===== src/rtl/audio_pkg.sv =====
// Shared types and constants for the audio demo: note codes, note dividers,
// the fixed melody, the sequencer state encoding and the amplitude midpoint.
package audio_pkg;

    typedef enum logic [1:0] {
        REST = 2'd0,
        DO   = 2'd1,
        RE   = 2'd2,
        MI   = 2'd3
    } note_t;

    typedef enum logic [1:0] {
        S_IDLE  = 2'd0,
        S_PLAY  = 2'd1,
        S_PAUSE = 2'd2
    } state_t;

    localparam logic [21:0] DIV_DO   = 22'd191571;
    localparam logic [21:0] DIV_RE   = 22'd170648;
    localparam logic [21:0] DIV_MI   = 22'd151515;
    localparam logic [21:0] DIV_REST = 22'd0;

    localparam logic [15:0] MIDPOINT = 16'h8000;

    localparam note_t MELODY [16] = '{
        MI, RE, DO, RE, MI, MI, MI, REST,
        RE, RE, RE, REST, MI, MI, MI, REST
    };

    function automatic logic [21:0] note_div_of(input note_t n);
        case (n)
            DO:      return DIV_DO;
            RE:      return DIV_RE;
            MI:      return DIV_MI;
            default: return DIV_REST;
        endcase
    endfunction

endpackage


===== src/rtl/volume_ctrl.sv =====
// Saturating 0..15 volume level and the offset-binary amplitude bounds it
// implies; the bounds register together with the level.
module volume_ctrl
    import audio_pkg::*;
#(
    parameter int VOL_STEP = 1280
) (
    input  logic        clk,
    input  logic        rst,
    input  logic        vol_up_pulse,
    input  logic        vol_down_pulse,
    output logic [3:0]  vol_level,
    output logic [15:0] audio_max,
    output logic [15:0] audio_min
);

    localparam logic [3:0] LEVEL_RESET = 4'd15;

    function automatic logic [3:0] sat_inc(input logic [3:0] lvl);
        return (lvl == 4'd15) ? lvl : lvl + 4'd1;
    endfunction

    function automatic logic [3:0] sat_dec(input logic [3:0] lvl);
        return (lvl == 4'd0) ? lvl : lvl - 4'd1;
    endfunction

    function automatic logic [15:0] amp_of(input logic [3:0] lvl);
        return 16'(lvl) * 16'(VOL_STEP);
    endfunction

    logic [3:0]  level_p0;
    logic [15:0] amp_p0;

    // stage p0: next level and its amplitude
    always_comb begin
        level_p0 = vol_level;
        case ({vol_up_pulse, vol_down_pulse})
            2'b10:   level_p0 = sat_inc(vol_level);
            2'b01:   level_p0 = sat_dec(vol_level);
            default: level_p0 = vol_level;
        endcase
        amp_p0 = amp_of(level_p0);
    end

    // stage p1: registered level and bounds
    always_ff @(posedge clk or posedge rst) begin
        if (rst) begin
            vol_level <= LEVEL_RESET;
            audio_max <= MIDPOINT + amp_of(LEVEL_RESET);
            audio_min <= MIDPOINT - amp_of(LEVEL_RESET);
        end else begin
            vol_level <= level_p0;
            audio_max <= MIDPOINT + amp_p0;
            audio_min <= MIDPOINT - amp_p0;
        end
    end

endmodule


===== src/rtl/melody_sequencer.sv =====
// Melody sequencer: IDLE/PLAY/PAUSE control, beat counter, note mux with key
// override, and volume. Define MELODY_LOOP_EN to loop the melody forever.
module melody_sequencer
    import audio_pkg::*;
#(
    parameter int BEAT_CYCLES = 25_000_000,
    parameter int VOL_STEP    = 1280
) (
    input  logic        clk,
    input  logic        rst,
    input  logic        play_pulse,
    input  logic        stop_pulse,
    input  logic        key_do,
    input  logic        key_re,
    input  logic        key_mi,
    input  logic        vol_up_pulse,
    input  logic        vol_down_pulse,
    output logic [21:0] note_div,
    output logic [15:0] audio_max,
    output logic [15:0] audio_min,
    output logic [3:0]  vol_level,
    output logic [3:0]  step_idx,
    output logic        playing
);

    localparam int              CNT_W    = $clog2(BEAT_CYCLES);
    localparam logic [CNT_W-1:0] CNT_LAST = CNT_W'(BEAT_CYCLES - 1);

    state_t           state_p0, state_p1;
    logic [CNT_W-1:0] cnt_p0, cnt_p1;
    logic [3:0]       step_p0;
    logic [21:0]      div_p0;
    logic             any_key;

    assign any_key = key_do | key_re | key_mi;

    // stage p0: next state, counter, step and note divider
    always_comb begin
        state_p0 = state_p1;
        cnt_p0   = cnt_p1;
        step_p0  = step_idx;
        if (stop_pulse) begin
            state_p0 = S_IDLE;
            cnt_p0   = '0;
            step_p0  = 4'd0;
        end else begin
            case (state_p1)
                S_IDLE: begin
                    if (play_pulse) begin
                        state_p0 = S_PLAY;
                        cnt_p0   = '0;
                        step_p0  = 4'd0;
                    end
                end
                S_PLAY: begin
                    if (play_pulse) begin
                        state_p0 = S_PAUSE;
                    end else if (!any_key) begin
                        if (cnt_p1 == CNT_LAST) begin
                            cnt_p0 = '0;
                            if (step_idx == 4'd15) begin
                                step_p0 = 4'd0;
`ifndef MELODY_LOOP_EN
                                state_p0 = S_IDLE;
`endif
                            end else begin
                                step_p0 = step_idx + 4'd1;
                            end
                        end else begin
                            cnt_p0 = cnt_p1 + 1'b1;
                        end
                    end
                end
                S_PAUSE: begin
                    if (play_pulse) state_p0 = S_PLAY;
                end
                default: begin
                    state_p0 = S_IDLE;
                    cnt_p0   = '0;
                    step_p0  = 4'd0;
                end
            endcase
        end

        if (key_do)                div_p0 = DIV_DO;
        else if (key_re)           div_p0 = DIV_RE;
        else if (key_mi)           div_p0 = DIV_MI;
        else if (state_p0 == S_PLAY) div_p0 = note_div_of(MELODY[step_p0]);
        else                       div_p0 = DIV_REST;
    end

    // stage p1: registered control and outputs
    always_ff @(posedge clk or posedge rst) begin
        if (rst) begin
            state_p1 <= S_IDLE;
            cnt_p1   <= '0;
            step_idx <= 4'd0;
            note_div <= '0;
            playing  <= 1'b0;
        end else begin
            state_p1 <= state_p0;
            cnt_p1   <= cnt_p0;
            step_idx <= step_p0;
            note_div <= div_p0;
            playing  <= (state_p0 == S_PLAY);
        end
    end

    volume_ctrl #(
        .VOL_STEP(VOL_STEP)
    ) u_volume_ctrl (
        .clk           (clk),
        .rst           (rst),
        .vol_up_pulse  (vol_up_pulse),
        .vol_down_pulse(vol_down_pulse),
        .vol_level     (vol_level),
        .audio_max     (audio_max),
        .audio_min     (audio_min)
    );

endmodule


===== config.mk =====
export PLATFORM = sky130hd
export DESIGN_NAME = melody_sequencer
export DESIGN_NICKNAME = d
export VERILOG_FILES = /design/src/rtl/audio_pkg.sv /design/src/rtl/volume_ctrl.sv /design/src/rtl/melody_sequencer.sv
export SDC_FILE = /design/constraint.sdc
export NUM_CORES = 1
export LEC_CHECK = 0
export ABC_CLOCK_PERIOD_IN_PS = 9600
export CORE_MARGIN = 2
export CORE_UTILIZATION = 45
export CTS_BUF_LIST = sky130_fd_sc_hd__clkbuf_4 sky130_fd_sc_hd__clkbuf_8
export DETAILED_ROUTE_END_ITERATION = 7
export PLACE_DENSITY = 0.72
export RECOVER_POWER = 25
export SLEW_MARGIN = 10
export SYNTH_ARGS = -nofsm -noshare
export SYNTH_HDL_FRONTEND = slang
export SYNTH_SLANG_ARGS = --single-unit

===== constraint.sdc =====
create_clock -name clk -period 9.6 [get_ports clk]
set_input_delay 2.88 -clock clk [delete_from_list [all_inputs] [get_ports clk]]
set_output_delay 2.88 -clock clk [all_outputs]
set_load 0.03 [all_outputs]

==> results of run 1 <==
## critical path: stages
cell and delay (ps):
sky130_fd_sc_hd__clkdlybuf4s50_1 480, sky130_fd_sc_hd__inv_1 50, sky130_fd_sc_hd__ha_1 400, sky130_fd_sc_hd__inv_1 110, sky130_fd_sc_hd__a311oi_1 510, sky130_fd_sc_hd__nor2_1 140
sky130_fd_sc_hd__ha_1 320, sky130_fd_sc_hd__ha_1 170, sky130_fd_sc_hd__inv_1 60, sky130_fd_sc_hd__fa_1 490, sky130_fd_sc_hd__nand2b_1 70, sky130_fd_sc_hd__or4_1 440
sky130_fd_sc_hd__nor3_1 180
## Yosys cell counts (all sizes together), types with 2 or more instances
| master | number | area share (%) |
|---|---|---|
| dfrtp | 46 | 34 |
| nor3b | 6 | 1.3 |
| o21a | 2 | 0.45 |
| and3 | 9 | 1.7 |
| a311oi | 2 | 0.52 |
| nand3 | 15 | 2.2 |
| nand2 | 20 | 2.2 |
| o211a | 2 | 0.59 |
| nor3 | 11 | 1.6 |
| mux2 | 4 | 1.3 |
| or4 | 3 | 0.89 |
| or2 | 3 | 0.56 |
| inv | 20 | 2.2 |
| o21ai | 15 | 2.2 |
| a21oi | 15 | 2.2 |
| a2111o | 2 | 0.67 |
| xnor2 | 12 | 3.1 |
| xor2 | 9 | 2.3 |
| dfstp | 9 | 7.0 |
| nor2 | 32 | 3.6 |
| nand2b | 3 | 0.56 |
| nor4bb | 2 | 0.59 |
| and2 | 5 | 0.96 |
| or3 | 5 | 0.93 |
| clkbuf | 4 | 0.45 |
| a221oi | 2 | 0.52 |
| buf | 37 | 8.2 |
| nor2b | 2 | 0.37 |
| a31oi | 6 | 1.1 |
| nand4 | 4 | 0.74 |
| o211ai | 3 | 0.67 |
| nand4b | 4 | 1.5 |
| and4 | 3 | 0.82 |
| ha | 16 | 5.9 |
| conb | 2 | 0.22 |
| o31ai | 3 | 0.67 |
## routing by layer
metal	track usage, %	wire [µm]	up-vias
met2	28.5	3400	81
met5	0	0	-
met1	22.1	3060	1266
met3	2.25	281	12
met4	6.67	129	0
li1	-	-	1266
## cell usage in the layout (no fill, tap or decap), types with 11 or more instances in the layout
| cell type | n |
|---|---|
| sky130_fd_sc_hd__conb_1 | 24 |
| sky130_fd_sc_hd__xnor2_1 | 12 |
| sky130_fd_sc_hd__nor3_1 | 11 |
| sky130_fd_sc_hd__nand2_1 | 20 |
| sky130_fd_sc_hd__inv_1 | 18 |
| sky130_fd_sc_hd__nand3_1 | 15 |
| sky130_fd_sc_hd__nor2_1 | 32 |
| sky130_fd_sc_hd__clkdlybuf4s50_1 | 45 |
| sky130_fd_sc_hd__o21ai_0 | 14 |
| sky130_fd_sc_hd__dfrtp_1 | 46 |
| sky130_fd_sc_hd__a21oi_1 | 15 |
| sky130_fd_sc_hd__ha_1 | 16 |
## through the flow
stage,cells,cell area [µm²]
2_1_floorplan,376,3450
3_3_place_gp,482,3760
3_5_place_dp,482,3760
4_1_cts,490,3850
5_1_grt,490,3850
6_report,490,3850
## worst max-delay path by stage
stage | slack, ps | to | startpoint
final | 3540 | u_volume_ctrl.audio_min[15] | vol_up_pulse
after global routing | 3080 | cnt_p1[22] | rst
after CTS | 3580 | u_volume_ctrl.audio_min[15] | vol_up_pulse
after detailed placement | 3210 | u_volume_ctrl.audio_min[15] | vol_up_pulse
after global placement | 3420 | u_volume_ctrl.audio_min[15] | vol_up_pulse
after floorplan | 4030 | u_volume_ctrl.audio_min[15] | vol_up_pulse
## registers in the layout, summed over array words and instances (netlist names)
| name | cells |
|---|---|
| u_volume_ctrl.audio_max | 5 |
| cnt_p1 | 25 |
| step_idx | 4 |
| u_volume_ctrl.vol_level | 4 |
| playing | 1 |
| u_volume_ctrl.audio_min | 7 |
| state_p1 | 2 |
| note_div | 7 |
## cell families after synthesis
| logic type | share of synthesized area [%] |
|---|---|
| flip-flops | 41.2 |
| AND/OR/NAND/NOR | 21.7 |
| adder cells (fa/ha/maj) | 6.53 |
| other | 0.223 |
| multiplexers | 1.63 |
| XOR/XNOR | 5.45 |
| buffers and inverters | 10.9 |
| AO/OA/AOI/OAI | 12.4 |
## where the power goes
part           internal, W  leakage [nW]  switching [W]
clock            0.0000516        0.0483      0.0000779
sequential        0.000273         0.706      0.0000225
combinational     0.000124         0.863       0.000186
total             0.000448          1.62       0.000286
## cell type report
cell class | count | area [µm²] | area share [%]
clock inverter | 3 | 18.8 | 0.488
tap | 99 | 124 | 3.22
inverter | 20 | 75.1 | 1.95
sequential | 55 | 1390 | 36.1
clock buffer | 5 | 68.8 | 1.79
timing repair buffer | 48 | 474 | 12.3
multi-input combinational | 260 | 1700 | 44.2
==> summary by stage, run 1 <==
Routing
Summing over every cut layer, the via total after detailed routing is 2,625. The number of detailed-route iterations in the first pass is 5. Using the TritonRoute via totals, the vias-per-cell ratio works out to 5.36. The final routed DRC violation total is 0.

The number of DRC markers in iteration 0 is 220. Summed over all layers, the routed wires come to 6870 µm. The average wire length per cell after detail routing is 14.0 µm. The residual antenna-violating net count after detailed routing is 0.

Floorplanning
The placeable core area is 0.00725 mm². The initial utilization of the core area, before any placement, comes to 46.5%. The area of the die is 0.00820 mm². The die span in x is 90.6 µm. After floorplanning, the core was divided into 31 placement rows. The number of I/O pins is 72. The height of the die is 90.6 µm.

Cells and area
The share of the core filled with cells in the final layout is 53.0%. The fill cell total of the finished layout is 666. The net count of the finished layout is 416. The number of antenna diodes in the final layout is 0. In the final layout, the share of cells above drive strength 1 is 8.95%.

Compared with the post-synthesis result, the final layout area differs by 14.1%.

Synthesis
The cell count after synthesis came out at 354. The yosys synthesis warning count is 0. The most used flip-flop cell after synthesis is sky130_fd_sc_hd__dfrtp_1. The number of flops mapped to enable cells by yosys is 0. The mean cell area of the mapped netlist is 9.53 µm².

The share of flip-flops with an asynchronous set or reset after synthesis is 100%. The post-synthesis sequential element count is 55. For this run, the register share of the synthesized area comes to 41.2%. The number of unique standard cell types used by synthesis is 60. The cell area after technology mapping is 0.00337 mm².

Placement
The HPWL after detailed placement is 5040 µm. The routability congestion estimate is 0.868. The placement-stage worst setup slack is 3210 ps. The port buffer count is 47.

Pwr
IR analysis of the VDD net gives a maximum drop of 153 µV. Dividing total power by cell area gives a power density of 191 mW/mm². The leakage power figure is 1.62 nW. The final total power is 0.000734 W.

Worst hold path
The classification of the worst-slack hold path is reg -> reg. In this run the most critical hold path is launched from cnt_p1[10]. The worst min-delay path endpoint is cnt_p1[10].

The number of cells on the worst hold path is 1.

STA
The aggregate negative setup slack is 0 ps. The remaining max-slew budget at the tightest pin is -90.0%. Setup repair after global routing left no endpoint under its margin.

After layout, the worst path uses 63.1% of the clock period. Hold timing on the final database bottoms out at a slack of 544 ps. The final setup skew is 5.10 ps. The worst path in the final design needs a cycle of 6060 ps, including I/O delays and setup. In the post-route analysis, the smallest setup slack over all paths is 3540 ps.

The number of hold-slack violations in the final timing report is 0. For the pin with the worst max-slew slack, the measured transition is 2850 ps. The number of slew-limit violations in the final report is 56.

Setup violations remaining at the end of the flow were counted as 0. Based on the critical path, the design can be clocked at up to 165 MHz.

Global routing
The number of global-route vias before repair was 2,490. Entering global routing, the biggest net connects 56 pins. Global routing finished with a remaining overflow of 0. The first global-routing pass estimated 11,500 µm of wire. The number of antenna violations at the first check in global routing came to 0. The global router's overall resource usage is 16.9%.

Clocking
The clock tree from TritonCTS is yes. The clock network latency to the later pin of the worst-skew pair is 310 ps. The number of buffers created by CTS is 5. The maximum buffer depth of the clock tree is 2. The root cell of the clock tree is sky130_fd_sc_hd__clkbuf_8. In this run the number of H-tree levels came out at 2. The sink count of the clock tree is 55. The count of hold-fix buffers inserted at cts is 0. After clock tree synthesis, the clock-pin slew on the worst setup and hold paths is 100 ps. Post-CTS repair changed the size of 0 cells.

The number of setup buffers added after CTS is 0.

Worst setup path
The endpoint identified for the worst register-to-register timing path is u_volume_ctrl.audio_min[15]. The depth of the worst register-to-register path is 11. The worst setup path is of the in -> reg kind. At the worst endpoint, the arrival time is 6290 ps. The flop-to-flop setup slack is 5940 ps. The kind of start point of the critical path is a primary input. The largest fanout of any net on the critical path is 7.

For the worst setup path, the data required time is 9830 ps. The worst register-to-register path begins at u_volume_ctrl.vol_level[0]. The sort of element at the end of the critical path is a flip-flop.

Job
The max-capacitance violation count is 1.

Outcome
The checks that failed: max-capacitance violations, max-slew violations. The run finished, with violations left.
Power figures use the tool's default switching activity.
==> inputs of run 2 (changes only) <==
--- a/config.mk
+++ b/config.mk
@@ -5,7 +5,7 @@
 export SDC_FILE = /design/constraint.sdc
 export NUM_CORES = 1
 export LEC_CHECK = 0
-export ABC_CLOCK_PERIOD_IN_PS = 9600
+export ABC_CLOCK_PERIOD_IN_PS = 6100
 export CORE_MARGIN = 2
 export CORE_UTILIZATION = 45
 export CTS_BUF_LIST = sky130_fd_sc_hd__clkbuf_4 sky130_fd_sc_hd__clkbuf_8
==> constraint.sdc (replaced) <==
create_clock -name clk -period 6.1 [get_ports clk]
set_input_delay 1.83 -clock clk [delete_from_list [all_inputs] [get_ports clk]]
set_output_delay 1.83 -clock clk [all_outputs]
set_load 0.03 [all_outputs]
==> run 2 against run 1 <==
Compared with the run above:
- the run still ends with max-capacitance violations, max-slew violations left
- total power is 65% higher
- core utilization is 0.57 points higher
- sequential share of layout area is 0.38 points lower
- register-to-register slack worse by 3500 ps
- critical endpoint unchanged
- clock skew is 3.4 ps higher
- global-route usage is 0.97 points higher
- count of clock-buffer cells in the layout is 1 higher
- worst setup slack worse by 2400 ps
==> summary by stage, run 2 (synthesis gave the netlist of run 1 again) <==
Worst hold path
The startpoint of the worst hold path is cnt_p1[2]. The classification of the worst-slack hold path is reg -> reg.

Worst setup path
The startpoint of the worst setup timing path is vol_up_pulse. The largest fanout of any net on the critical path is 7. The category of cells accounting for the largest share of critical-path delay is adder cells.

Traced cell by cell, the critical path runs through clkdlybuf4s50_1 > inv_1 > ha_1 > inv_1 > a311oi_1 > nor2_1 > ha_1 > ha_1 > inv_1 > fa_1 > nand2b_1 > or4_1 > nor3_1. The largest incremental delay on the critical path is 520 ps. The critical path required time is 6330 ps. Measured in cells, the most critical reg-to-reg path has a length of 11. The combined buffer and inverter count along the critical path is 4.

The sort of element at the end of the critical path is a flip-flop. The kind of start point of the critical path is a primary input. The endpoint of the worst-slack reg-to-reg timing path is u_volume_ctrl.audio_min[15].

On the critical path, the stage with the largest delay is an instance of sky130_fd_sc_hd__a311oi_1. The worst endpoint data arrival time is 5200 ps. The flop-to-flop setup slack is 2470 ps. The most critical setup path has its endpoint at u_volume_ctrl.audio_min[15]. The startpoint identified for the worst register-to-register timing path is u_volume_ctrl.vol_level[0].

The class of the most critical setup path is in -> reg. The critical path crosses 13 cells after its start point.

STA
The remaining max-slew budget at the tightest pin is -97.6%. Setup repair after global routing left no endpoint under its margin. The pin slew with the least headroom to its limit is 2960 ps. The number of hold-slack violations in the final timing report is 0.

The number of slew-limit violations in the final report is 56. Across all setup checks in the final design, the least slack found is 1130 ps. For the final routed database, the setup TNS stands at 0 ps. Of the available clock period, the critical path in the final layout requires 81.5%.

The final setup skew is 8.50 ps. Counting I/O delays and the setup requirement, the final critical path takes 4970 ps. Setup violations remaining at the end of the flow were counted as 0. Static timing analysis puts the maximum clock frequency at 201 MHz.

Cells and area
The number of flip-flops in the largest register is 25. In the final layout, the registers with the most flip-flops are cnt_p1 x25, note_div x7, u_volume_ctrl.audio_min x7. The post-route netlist has 9.18% of its cells at a drive strength greater than 1.

Compared with the post-synthesis result, the final layout area differs by 15.3%. The count of inserted antenna diode cells is 0. Ranked by flip-flop count, first place goes to cnt_p1. The most common library cell in the layout ignoring fill and taps is sky130_fd_sc_hd__dfrtp_1. The net count reported at finish is 417.

The finished cells cover 0.00389 mm². Leaving out fill and tap cells, the most frequent cells in the layout are 46 x sky130_fd_sc_hd__dfrtp_1, 45 x sky130_fd_sc_hd__clkdlybuf4s50_1, 32 x sky130_fd_sc_hd__nor2_1, 24 x sky130_fd_sc_hd__conb_1, 20 x sky130_fd_sc_hd__nand2_1.

Global routing
The largest net degree at the start of global routing is 56. The number of global-route vias before repair is 2,543. The first global-routing pass estimated 12,200 µm of wire. The number of antenna violations at the first check in global routing came to 0. The met2 usage is 29.2%. The met3 usage is 2.67%.

Global routing used 23.9% of the available met1 tracks. Global routing consumed, over all layers together, 17.9% of the routing resources. In this run the most used layer during global routing was met2.

Summed over all layers, the global routing overflow is 0.

Placement
Routability-driven placement finished with a final weighted congestion of 0.883. Summed over all nets, the half-perimeter wirelength after detailed placement is 5130 µm. At the placement stage, the worst setup path has a slack of 807 ps. The post-placement cell area is 0.00377 mm². The count of buffers added on input and output ports is 47.

Clocking
After clock tree synthesis, the flow added hold-fix buffers numbering 0. Clock tree synthesis selected as its root buffer the cell sky130_fd_sc_hd__clkbuf_8. The sink count of the clock tree is 55. TritonCTS built the clock tree. After clock tree synthesis, the clock-pin slew on the worst setup and hold paths is 100 ps.

The number of buffers created by CTS is 5. Once the clock tree was built, the resizer swapped 0 gates to a different size. The later pin in the worst-skew pair is clocked with a latency of 320 ps. The number of setup buffers added after CTS is 0.

The H-tree depth reported by CTS is 2. The maximum buffer depth of the clock tree is 2.

Routing
The residual antenna-violating net count after detailed routing is 0. For this run, design rule violations remaining after detail routing come to 0. The first routing iteration left 114 violations.

After detailed routing, the number of vias per cell comes to 5.42. The routed wire length is 7110 µm. The number of detailed-route iterations in the first pass is 4. The average wire length per cell after detail routing is 14.5 µm. The detailed router placed 2,663 vias in this run.

Floorplanning
The die covers 0.00820 mm². The placeable core area is 0.00725 mm². 72 I/O pins were placed. For this configuration, the core starts out at a cell density of 46.5%. The die span in x is 90.6 µm. The initialized floorplan defines 31 standard-cell rows. The height of the die is 90.6 µm.

Outcome
The final reports fail on max-capacitance violations, max-slew violations. The run finished, with violations left.

Pwr
The analysis attributes to cell leakage a power of 1.64 nW. Dividing total power by cell area gives a power density of 311 mW/mm². The worst-case IR drop observed on VDD is 300 µV.

Job
The tool flagged a number of max-cap violations equal to 1.
-- run 2: cell types whose count changed in the layout (fill, tap and decap cells not counted) --
cell                        delta
sky130_fd_sc_hd__buf_4         +1
sky130_fd_sc_hd__clkbuf_8      +1
sky130_fd_sc_hd__clkinv_2      -2
sky130_fd_sc_hd__bufinv_16     +1
-- run 2: cell type report --
cell class / count / area [µm²]
fillers: 666 / 3360
multi-input cells: 260 / 1700
flip-flops and latches: 55 / 1390
repair buffers: 49 / 482
well taps: 99 / 124
clock buffers: 6 / 82.6
inverters: 20 / 75.1
clock inverters: 2 / 38.8
-- run 2: worst min path at each step --
stage / to / slack [ps] / cells past startpoint
CTS: cnt_p1[2] / 530 / 1
floorplan: cnt_p1[10] / 470 / 1
global route: cnt_p1[2] / 550 / 1
finish: cnt_p1[2] / 520 / 1
global placement: cnt_p1[2] / 500 / 1
detailed placement: cnt_p1[2] / 510 / 1
-- run 2: power breakdown --
group          switching [W]  leakage, nW  total [W]  internal [W]
Combinational       0.000291        0.868   0.000485      0.000194
Clock               0.000124       0.0618   0.000259      0.000135
Sequential         0.0000370        0.706   0.000466      0.000429
-- run 2: per-stage QoR --
step | power (W) | hold WS (ps) | std cells | utilization, %
floorplan | 0.000822 | 465 | 376 | -
global route | 0.00128 | 551 | 491 | 53.6
detailed placement | 0.000960 | 510 | 483 | 52.0
finish | 0.00121 | 524 | 491 | 53.6
global placement | 0.000953 | 504 | 483 | 52.0
CTS | 0.00122 | 526 | 491 | 53.7
-- run 2: worst reg2reg max path: stages (launching register included) --
cell,delay [ps]
sky130_fd_sc_hd__dfstp_2,650
sky130_fd_sc_hd__nand3_1,130
sky130_fd_sc_hd__or3b_2,450
sky130_fd_sc_hd__a221oi_1,470
sky130_fd_sc_hd__nor2_1,140
sky130_fd_sc_hd__ha_1,310
sky130_fd_sc_hd__ha_1,160
sky130_fd_sc_hd__inv_1,60
sky130_fd_sc_hd__fa_1,510
sky130_fd_sc_hd__nand2b_1,70
sky130_fd_sc_hd__or4_1,440
sky130_fd_sc_hd__nor3_1,180
-- run 2: per-layer routing --
metal / vias up / routed length (µm)
li1: 1252 / -
met1: 1329 / 3200
met2: 70 / 3540
met3: 12 / 236
met4: 0 / 132
met5: - / 0
==> inputs of run 3 (changes only) <==
--- a/config.mk
+++ b/config.mk
@@ -5,12 +5,12 @@
 export SDC_FILE = /design/constraint.sdc
 export NUM_CORES = 1
 export LEC_CHECK = 0
-export ABC_CLOCK_PERIOD_IN_PS = 6100
+export ABC_CLOCK_PERIOD_IN_PS = 4450
 export CORE_MARGIN = 2
 export CORE_UTILIZATION = 45
 export CTS_BUF_LIST = sky130_fd_sc_hd__clkbuf_4 sky130_fd_sc_hd__clkbuf_8
 export DETAILED_ROUTE_END_ITERATION = 7
-export PLACE_DENSITY = 0.72
+export PLACE_DENSITY = 0.75
 export RECOVER_POWER = 25
 export SLEW_MARGIN = 10
 export SYNTH_ARGS = -nofsm -noshare
==> constraint.sdc (replaced) <==
create_clock -name clk -period 4.45 [get_ports clk]
set_input_delay 1.335 -clock clk [delete_from_list [all_inputs] [get_ports clk]]
set_output_delay 1.335 -clock clk [all_outputs]
set_load 0.03 [all_outputs]
==> run 3 against run 2 <==
Compared with the run above:
- the flow now finishes without violations
- cell area up 2.7%
- register-to-register slack worse by 1600 ps
- global-route usage down 0.31 points
- critical endpoint unchanged
==> summary by stage, run 3 (synthesis gave the netlist of run 1 again) <==
Global routing
The number of global-route vias before repair was 2,529. The wire length of the first global-routing pass is 11,900 µm. For this run, the total global-route usage over all layers was measured as 17.6%.

The number of antenna violations at the first check in global routing was 0. The largest net degree at the start of global routing is 30. Global routing finished with a remaining overflow of 0.

Clocking
TritonCTS built the clock tree. Clock-pin slew was measured on the worst setup and hold paths at 100 ps. The clock reaches the later pin of the worst-skew pair after 320 ps. The longest clock path from root to sink contains 2 buffers.

The root cell of the clock tree is sky130_fd_sc_hd__clkbuf_8. Counting every sink on the clock net gives 55. The H-tree generated during clock tree synthesis spans 2 levels. The number of buffers created by CTS is 5.

Worst setup path
The slowest stage of the critical path is the sky130_fd_sc_hd__fa_1 cell. The critical path required time is 4690 ps. The critical path goes through clkdlybuf4s50_1 > inv_1 > ha_1 > a221oi_1 > nor2_1 > ha_1 > ha_1 > inv_1 > fa_1 > nand2b_1 > or4_1 > nor3_1.

The worst setup path is captured at a flip-flop. Along the worst path, the maximum fanout reaches 6. At the worst endpoint, the arrival time is 4490 ps. The cell seen most often among critical-path stages is sky130_fd_sc_hd__ha_1.

For this run, the slowest stage of the critical path takes 500 ps. STA classifies the critical path startpoint as a primary input. The class of the most critical setup path is in -> reg.

STA
The final setup skew is 13.1 ps. The number of slew-limit violations in the final report is 0. The pin slew with the least headroom to its limit is 1430 ps.

The fraction of the cycle the final worst path needs is 95.5%. Setup repair after global routing left no endpoint under its margin. Based on the critical path, the design can be clocked at up to 235 MHz. Setup violations remaining at the end of the flow were counted as 0.

The number of hold-slack violations in the final timing report is 0. The aggregate negative setup slack is 0 ps. Once routing completed, OpenROAD measured the worst setup slack at 198 ps. The shortest period the worst path allows is 4250 ps. Measured against its own limit, the worst slew margin works out to 4.82%.

Cells and area
The final cell count without fillers is 505. In the final layout, the share of cells above drive strength 1 is 12.3%. The signed area change from the synthesized netlist to the final layout is 18.4%. The fill cell total of the finished layout is 659. The count of inserted antenna diode cells is 0. Once layout is complete, the utilization of the core stands at 55.1%. The register with the most flip-flops in the layout has 25 of them. At the end of the flow, the number of nets in the layout was 431. Ranked by flip-flop count, first place goes to cnt_p1. The top cell types in the final layout, fill and taps aside, are 46 x sky130_fd_sc_hd__dfrtp_1, 46 x sky130_fd_sc_hd__clkdlybuf4s50_1, 32 x sky130_fd_sc_hd__nor2_1, 24 x sky130_fd_sc_hd__conb_1, 20 x sky130_fd_sc_hd__nand2_1. In the final layout, the registers with the most flip-flops are cnt_p1 x25, note_div x7, u_volume_ctrl.audio_min x7.

Worst hold path
The classification of the worst-slack hold path is reg -> reg.

Placement
The routability congestion estimate is 0.944. The number of placed instances with taps included is 497. The placement-stage worst setup slack is -176 ps. The HPWL after detailed placement is 5320 µm. The port buffer count is 47.

Routing
The via-per-instance ratio is 5.22. For this block, the initial DRC count from the detailed router was 77. The number of detailed-route iterations in the first pass is 4. The average wire length per cell after detail routing is 13.8 µm. The final routed DRC violation total is 0.

The routed design has 6990 µm of wire. Once detail routing completed, the nets flagged for antenna violations numbered 0. Across all layers, the routed design uses 2,637 vias.

Floorplanning
The number of standard-cell rows in the floorplan is 31. The die covers 0.00820 mm². The number of I/O pins is 72. The die is 90.6 µm tall. Once the floorplan was initialized, standard cells occupied 46.5% of the core. The placeable core area is 0.00725 mm². The die span in x is 90.6 µm.

Pwr
VDD sags by at most 338 µV. The final total power is 0.00170 W. The leakage power figure is 1.70 nW. The power per standard cell area is 426 mW/mm².

Job
The max-capacitance violation count is 0.

Outcome
The flow ran to the end, and the final reports show no timing, DRC or antenna violations.
[run 3: power breakdown]
| group | switching, W | internal, W | total [W] |
|---|---|---|---|
| logic | 0.000414 | 0.000294 | 0.000708 |
| registers | 0.0000520 | 0.000588 | 0.000640 |
| clock network | 0.000179 | 0.000174 | 0.000352 |
[run 3: routing by layer]
layer / up-vias / global-route usage [%] / wire length [µm]
met5: - / 0 / 0
met4: 0 / 5.90 / 127
met3: 12 / 2.34 / 228
met2: 56 / 28.7 / 3460
met1: 1276 / 24.2 / 3170
li1: 1293 / - / -
[run 3: area by class of cell]
| cell class | count | area, µm² | share of cell area (%) |
|---|---|---|---|
| multi-input cells | 260 | 1710 | 42.7 |
| flip-flops and latches | 55 | 1390 | 34.7 |
| repair buffers | 63 | 583 | 14.6 |
| well taps | 99 | 124 | 3.10 |
| inverters | 20 | 75.1 | 1.88 |
| clock buffers | 5 | 68.8 | 1.72 |
| clock inverters | 3 | 50.0 | 1.25 |
[run 3: path summary, 6_finish.rpt]
path                                            start                     endpoint  slack (ps)  cells after the start
min reg2reg                                cnt_p1[10]                   cnt_p1[10]         530                      1
min in group asynchronous                         rst  u_volume_ctrl.audio_max[10]        1710                      2
min                                        cnt_p1[10]                   cnt_p1[10]         530                      1
max                                      vol_up_pulse  u_volume_ctrl.audio_min[15]         200                     12
max in group asynchronous                         rst                   cnt_p1[11]         880                      3
max reg2reg                u_volume_ctrl.vol_level[0]  u_volume_ctrl.audio_min[15]         870                     11
[run 3: through the flow]
stage          hold slack [ps]  area, µm²
2_1_floorplan              465       3450
3_3_place_gp               492       3880
3_5_place_dp               525       3880
4_1_cts                    538       4000
5_1_grt                    555       3990
6_report                   535       3990
[run 3: critical path: cells and delay by family]
kind | cells | cell delay [ps]
buffers and inverters | 3 | 600
and+or+nand+nor | 4 | 850
adders and majority gates | 4 | 1350
AOI/OAI and AO/OA | 1 | 370
[run 3: what timing repair did]
item,4_1_cts,5_1_grt
endpoints found under the setup margin,0,2
resized for setup,0,1
setup buffers,0,0
endpoints found under the hold margin,0,0
hold buffers,0,0
